[config.mk]
export PLATFORM = sky130hd
export DESIGN_NAME = mul_seq_ctrl
export DESIGN_NICKNAME = d
export VERILOG_FILES = /design/src/rtl/mul_pkg.sv /design/src/rtl/mul_seq_dp.sv /design/src/rtl/mul_seq_ctrl.sv
export SDC_FILE = /design/constraint.sdc
export NUM_CORES = 1
export LEC_CHECK = 0
export BUFFER_PORTS_ARGS = -buffer_cell sky130_fd_sc_hd__buf_2
export CAP_MARGIN = 20
export CORE_ASPECT_RATIO = 1.2
export CORE_MARGIN = 2
export CORE_UTILIZATION = 55
export CTS_BUF_LIST = sky130_fd_sc_hd__clkbuf_8 sky130_fd_sc_hd__clkbuf_16
export DETAILED_ROUTE_END_ITERATION = 10
export MAX_ROUTING_LAYER = met4
export PLACE_DENSITY = 0.82
export RECOVER_POWER = 25
export REMOVE_ABC_BUFFERS = 1
export SLEW_MARGIN = 25
export SYNTH_ARGS = -nofsm -noshare
export SYNTH_HDL_FRONTEND = slang
export SYNTH_SLANG_ARGS = --single-unit
[constraint.sdc]
create_clock -name clk -period 7.82 [get_ports clk]
set_input_delay 1.564 -clock clk [delete_from_list [all_inputs] [get_ports clk]]
set_output_delay 1.564 -clock clk [all_outputs]
set_load 0.03 [all_outputs]
[src/rtl/mul_pkg.sv]
// Shared definitions for the sequential shift-add multiplier.
// Latency: n/a (types, constants and a width helper only).
// Backpressure: n/a.
package mul_pkg;

  localparam int unsigned DEFAULT_WIDTH = 32;

  typedef enum logic [1:0] {
    IDLE = 2'd0,
    CALC = 2'd1,
    FIN  = 2'd2
  } state_e;

  // Iteration counter width. It is never allowed to drop to zero bits.
  function automatic int unsigned cnt_width(input int unsigned w);
    return (w > 1) ? $clog2(w) : 1;
  endfunction

  localparam int unsigned CNT_W = cnt_width(DEFAULT_WIDTH);

endpackage

[src/rtl/mul_seq_dp.sv]
// Multiplier datapath: operand magnitudes, 2W accumulator, shifter, final sign fix-up.
// Latency: one partial product per step; the result registers load on finish.
// Backpressure: none; the controller sequences load/step/finish.
module mul_seq_dp
  import mul_pkg::*;
#(
  parameter int unsigned WIDTH = DEFAULT_WIDTH
) (
  input  logic             clk,
  input  logic             rst,
  input  logic             load_i,
  input  logic             step_i,
  input  logic             finish_i,
  input  logic             is_signed_i,
  input  logic [WIDTH-1:0] a_i,
  input  logic [WIDTH-1:0] b_i,
  output logic [WIDTH-1:0] hi_o,
  output logic [WIDTH-1:0] lo_o
);

  // The multiplicand is held at 2W bits so that shifting it left each step
  // gives mag_a << cnt without a barrel shifter.
  logic [2*WIDTH-1:0] mag_a_q, mag_a_d;
  logic [WIDTH-1:0]   mag_b_q, mag_b_d;
  logic               neg_q, neg_d;
  logic [2*WIDTH-1:0] acc_q, acc_d;
  logic [WIDTH-1:0]   hi_q, hi_d;
  logic [WIDTH-1:0]   lo_q, lo_d;

  logic [WIDTH-1:0]   abs_a, abs_b;
  logic [2*WIDTH-1:0] result;

  // Magnitude is taken only for signed operands with the sign bit set.
  // The most negative value maps onto itself, which is its correct unsigned magnitude.
  always_comb begin
    abs_a = (is_signed_i && a_i[WIDTH-1]) ? (~a_i + 1'b1) : a_i;
    abs_b = (is_signed_i && b_i[WIDTH-1]) ? (~b_i + 1'b1) : b_i;
  end

  // Apply the product sign over the full 2W bits.
  assign result = neg_q ? (~acc_q + 1'b1) : acc_q;

  // Next-state for the operand, accumulator and result registers.
  always_comb begin
    mag_a_d = mag_a_q;
    mag_b_d = mag_b_q;
    neg_d   = neg_q;
    acc_d   = acc_q;
    hi_d    = hi_q;
    lo_d    = lo_q;
    if (load_i) begin
      mag_a_d = {{WIDTH{1'b0}}, abs_a};
      mag_b_d = abs_b;
      neg_d   = is_signed_i & (a_i[WIDTH-1] ^ b_i[WIDTH-1]);
      acc_d   = '0;
    end else if (step_i) begin
      if (mag_b_q[0]) begin
        acc_d = acc_q + mag_a_q;
      end
      mag_a_d = mag_a_q << 1;
      mag_b_d = mag_b_q >> 1;
    end
    if (finish_i) begin
      hi_d = result[2*WIDTH-1:WIDTH];
      lo_d = result[WIDTH-1:0];
    end
  end

  // Datapath registers, cleared by asynchronous reset.
  always_ff @(posedge clk or posedge rst) begin
    if (rst) begin
      mag_a_q <= '0;
      mag_b_q <= '0;
      neg_q   <= 1'b0;
      acc_q   <= '0;
      hi_q    <= '0;
      lo_q    <= '0;
    end else begin
      mag_a_q <= mag_a_d;
      mag_b_q <= mag_b_d;
      neg_q   <= neg_d;
      acc_q   <= acc_d;
      hi_q    <= hi_d;
      lo_q    <= lo_d;
    end
  end

  assign hi_o = hi_q;
  assign lo_o = lo_q;

endmodule

[src/rtl/mul_seq_ctrl.sv]
// Sequential signed/unsigned multiplier: FSM, iteration counter and start/busy/done handshake.
// Latency: hi/lo and done update WIDTH+1 edges after the edge that samples start.
// Backpressure: start is ignored while busy (no queueing); cancel aborts and leaves hi/lo unchanged.
module mul_seq_ctrl
  import mul_pkg::*;
#(
  parameter int unsigned WIDTH = DEFAULT_WIDTH
) (
  input  logic             clk,
  input  logic             rst,
  input  logic             start,
  input  logic             is_signed,
  input  logic [WIDTH-1:0] a,
  input  logic [WIDTH-1:0] b,
  input  logic             cancel,
  output logic             busy,
  output logic             done,
  output logic [WIDTH-1:0] hi,
  output logic [WIDTH-1:0] lo
);

  localparam int unsigned CW = cnt_width(WIDTH);
  localparam logic [CW-1:0] LAST = CW'(WIDTH - 1);

  state_e        state_q, state_d;
  logic [CW-1:0] cnt_q, cnt_d;
  logic          done_q, done_d;

  logic          load, step, finish;

  // Next-state and datapath strobes. Cancel beats both a pending step and FIN completion.
  always_comb begin
    state_d = state_q;
    cnt_d   = cnt_q;
    load    = 1'b0;
    step    = 1'b0;
    finish  = 1'b0;
    case (state_q)
      IDLE: begin
        if (start) begin
          load    = 1'b1;
          cnt_d   = '0;
          state_d = CALC;
        end
      end
      CALC: begin
        if (cancel) begin
          state_d = IDLE;
        end else begin
          step  = 1'b1;
          cnt_d = cnt_q + CW'(1);
          if (cnt_q == LAST) begin
            state_d = FIN;
          end
        end
      end
      FIN: begin
        state_d = IDLE;
        if (!cancel) begin
          finish = 1'b1;
        end
      end
      default: begin
        state_d = IDLE;
      end
    endcase
    done_d = finish;
  end

  // State, counter and the registered done pulse.
  always_ff @(posedge clk or posedge rst) begin
    if (rst) begin
      state_q <= IDLE;
      cnt_q   <= '0;
      done_q  <= 1'b0;
    end else begin
      state_q <= state_d;
      cnt_q   <= cnt_d;
      done_q  <= done_d;
    end
  end

  assign busy = (state_q != IDLE);
  assign done = done_q;

  mul_seq_dp #(
    .WIDTH(WIDTH)
  ) u_dp (
    .clk        (clk),
    .rst        (rst),
    .load_i     (load),
    .step_i     (step),
    .finish_i   (finish),
    .is_signed_i(is_signed),
    .a_i        (a),
    .b_i        (b),
    .hi_o       (hi),
    .lo_o       (lo)
  );

endmodule

==> results by group <==
Run
  – Max-cap viol count: 1

Worst setup path
  – CP Capture Type: register
  – Worst R2R Path Depth: 11
  – Max incr delay on CP: 640 ps
  – Setup crit end: u_dp.mag_a_q[29]
  – CP Buf/Inv Count: 1
  – CP cell instances: buf_2, or4_1, or3_1, or4_1, nor2b_1, nand2_1, o41ai_1, nand2_1, xor2_1, nor2_1, a31oi_1
  – Startpoint type of the worst setup path: primary input
  – CP Class: primary input to register
  – CP Depth: 11
  – Worst setup startpoint: a[9]
  – R2r setup slk: 3660 ps
  – Reg-to-reg endpoint: u_dp.acc_q[62]
  – Critical path's top delay family: simple AND/OR/NAND/NOR gates
  – CP max-delay cell: o41ai_1
  – Critical Path AT: 4560 ps
  – Worst-path maximum fanout: 4
  – Critical path required time: 8190 ps
  – Critical register-to-register path startpoint: u_dp.acc_q[12]

Drt
  – ANT nets after route: 0
  – DR pass1 iterations: 5
  – Starting DRC count in detailed routing: 902
  – Vias/cell: 6.09
  – Aggregate routed wire length: 38.6 mm
  – DR WL/cell: 17.1 microns
  – Via count: 13728
  – Residual DRC count: 0

Synth
  – Post-synth EDFFs: 0
  – Top-area cell type share of the netlist area: 38.5%
  – Post-Syn Area: 0.0151 sq mm
  – Mean post-synth cell area: 8.28 sq um
  – Distinct cell type count after synthesis: 68
  – Top FF cell, synth: dfrtp_1
  – Yosys reg bits: 233
  – Register area share after synthesis: 38.5%
  – Dominant cell type by area after synthesis: dfrtp_1
  – Synth top cells by count: nand2_1 (319), dfrtp_1 (233), o21ai_0 (185)
  – Ys Warns: 0
  – Cell count after synthesis: 1829
  – Top-count cell post-synth: nand2_1
  – Synth top area cells: dfrtp_1 (39%), nand2_1 (7.9%), o21ai_0 (6.1%)
  – Ys async rst share: 100%

Clocking
  – Clk buf depth: 3
  – Clock Sinks: 233
  – Clk pin slew, worst setup/hold paths: 60 ps
  – Setup Buffers After CTS: 0
  – Hold buffers post-CTS: 0
  – H-tree Lvls: 1
  – CTS tree: yes
  – Post-CTS resize count: 0
  – Root Buffer: clkbuf_16
  – CTS Buf Count: 24
  – Clk_lat worst skew: 520 ps

Timing
  – FMAX: 238 MHz
  – Final TNS setup: 0 ps
  – Final period util: 53.7%
  – Rel. slew slack: -157%
  – Final Hold Vio Count: 0
  – Pins Over Slew Limit: 89
  – Clock skew: 13.1 ps
  – Final min period: 4200 ps
  – Least-Margin Pin Slew: 3840 ps
  – Final setup fails: 0
  – Setup repair after global routing missed its margin: no

Run status
  – Outcome: complete, but fails checks
  – Failing checks: max-capacitance violations, max-slew violations

Pwr
  – LEAKAGE: 0.00771 uW
  – Pwr dens: 266 mW/mm^2
  – Peak VDD IR: 136 uV

Die
  – Initial Utilization: 55.9%
  – Chip width: 155 microns
  – Core area: 0.0271 sq mm
  – Chip height: 186 microns
  – I/O pin count: 135
  – Die area: 0.0289 sq mm
  – Num rows: 66

Layout
  – Fillcell total: 2333
  – Fin util: 61.8%
  – Layout cells sized above 1: 10.3%
  – Final nets: 2032
  – P&R area growth vs syn: 10.6%
  – Area of the multi-input gates: 0.00882 sq mm
  – Cell Count, Final, Fillers Out: 2253
  – Register area: 0.00583 sq mm

Min path
  – Hold Path Stages: 2
  – Hold Path Class: register to register

Global route
  – Vias in the first global route: 12560
  – Gr ovfl total: 0
  – First-pass GRT wire length: 63.4 mm
  – Initial antenna violation count: 3
  – Largest net degree at the start of global routing: 146
  – GRT Util Overall: 27.5%

Placement
  – Routability congestion estimate: 1.01
  – Placed cell count: 2208
  – DP HPWL: 28.1 mm
  – Port Buf Inserts: 134
## placed cells by master, fill, tap and decap left out, types with 25 or more instances in the layout
cell type	Yosys	final
a21oi_1	138	138
a31oi_1	55	55
buf_2	3	133
clkbuf_16	0	25
dfrtp_1	233	232
ha_1	68	68
inv_1	29	35
nand2_1	319	316
nand3_1	79	79
nor2_1	109	109
o21ai_0	185	185
o31ai_1	33	33
xnor2_1	78	78
xor2_1	100	100
## flip-flops by register name (all words and copies together), names as in the netlist
name          cells
done              1
state_q           2
u_dp.mag_a_q     64
u_dp.lo_o        32
u_dp.acc_q       64
cnt_q             5
u_dp.neg_q        1
u_dp.mag_b_q     32
u_dp.hi_o        32
## layout make-up
type | count | area share, %
multi-input cells | 1463 | 52.7
flip-flops and latches | 233 | 34.8
repair buffers | 143 | 4.50
clock buffers | 28 | 3.98
well taps | 340 | 2.54
clock inverters | 14 | 0.703
inverters | 29 | 0.658
diodes | 3 | 0.0449
## report_power, final
group / total, uW / internal, uW / switching, uW
clock network: 1140 / 670 / 474
logic: 1710 / 665 / 1050
registers: 1600 / 1380 / 222
total: 4460 / 2710 / 1750
## per-layer routing
layer  vias up  part of all wire [%]  global-route usage (%)
met5         -                     0                       -
met4         0                   3.0                    9.03
met3        74                   6.3                    3.14
met2       462                    46                    43.8
met1      6490                    45                    36.9
li1       6702                     -                       -
## tightest hold or removal path: cells and delay by family (launching register included)
family | cells | cell delay [ps]
flops | 1 | 340
simple gates | 1 | 40
compound gates | 1 | 60
## how the worst min path moves through the flow
stage                                 from                to
after global placement       u_dp.lo_o[13]     u_dp.lo_o[13]
final                        u_dp.hi_o[29]     u_dp.hi_o[29]
after CTS                    u_dp.hi_o[15]     u_dp.hi_o[15]
after global routing         u_dp.lo_o[31]     u_dp.lo_o[31]
after floorplan           u_dp.mag_b_q[31]  u_dp.mag_b_q[31]
after detailed placement     u_dp.hi_o[15]     u_dp.hi_o[15]
## logic make-up after synthesis
family	synth area share [%]
XOR/XNOR	10.3
flip-flops	38.5
AND/OR/NAND/NOR	19.5
multiplexers	0.198
buffers and inverters	3.37
adder cells (fa/ha/maj)	5.75
AO/OA/AOI/OAI	22.4
## metrics by stage
stage	instance area (sq um)	hold WS [ps]	setup WS (ps)	total power, uW
4_1_cts	16700	478	3660	4450
3_5_place_dp	15900	464	3140	3300
3_3_place_gp	15900	457	3220	3260
2_1_floorplan	14700	450	-134	2850
5_1_grt	16700	499	3140	4760
6_report	16700	472	3620	4460
(Power assumes the default switching activity.)
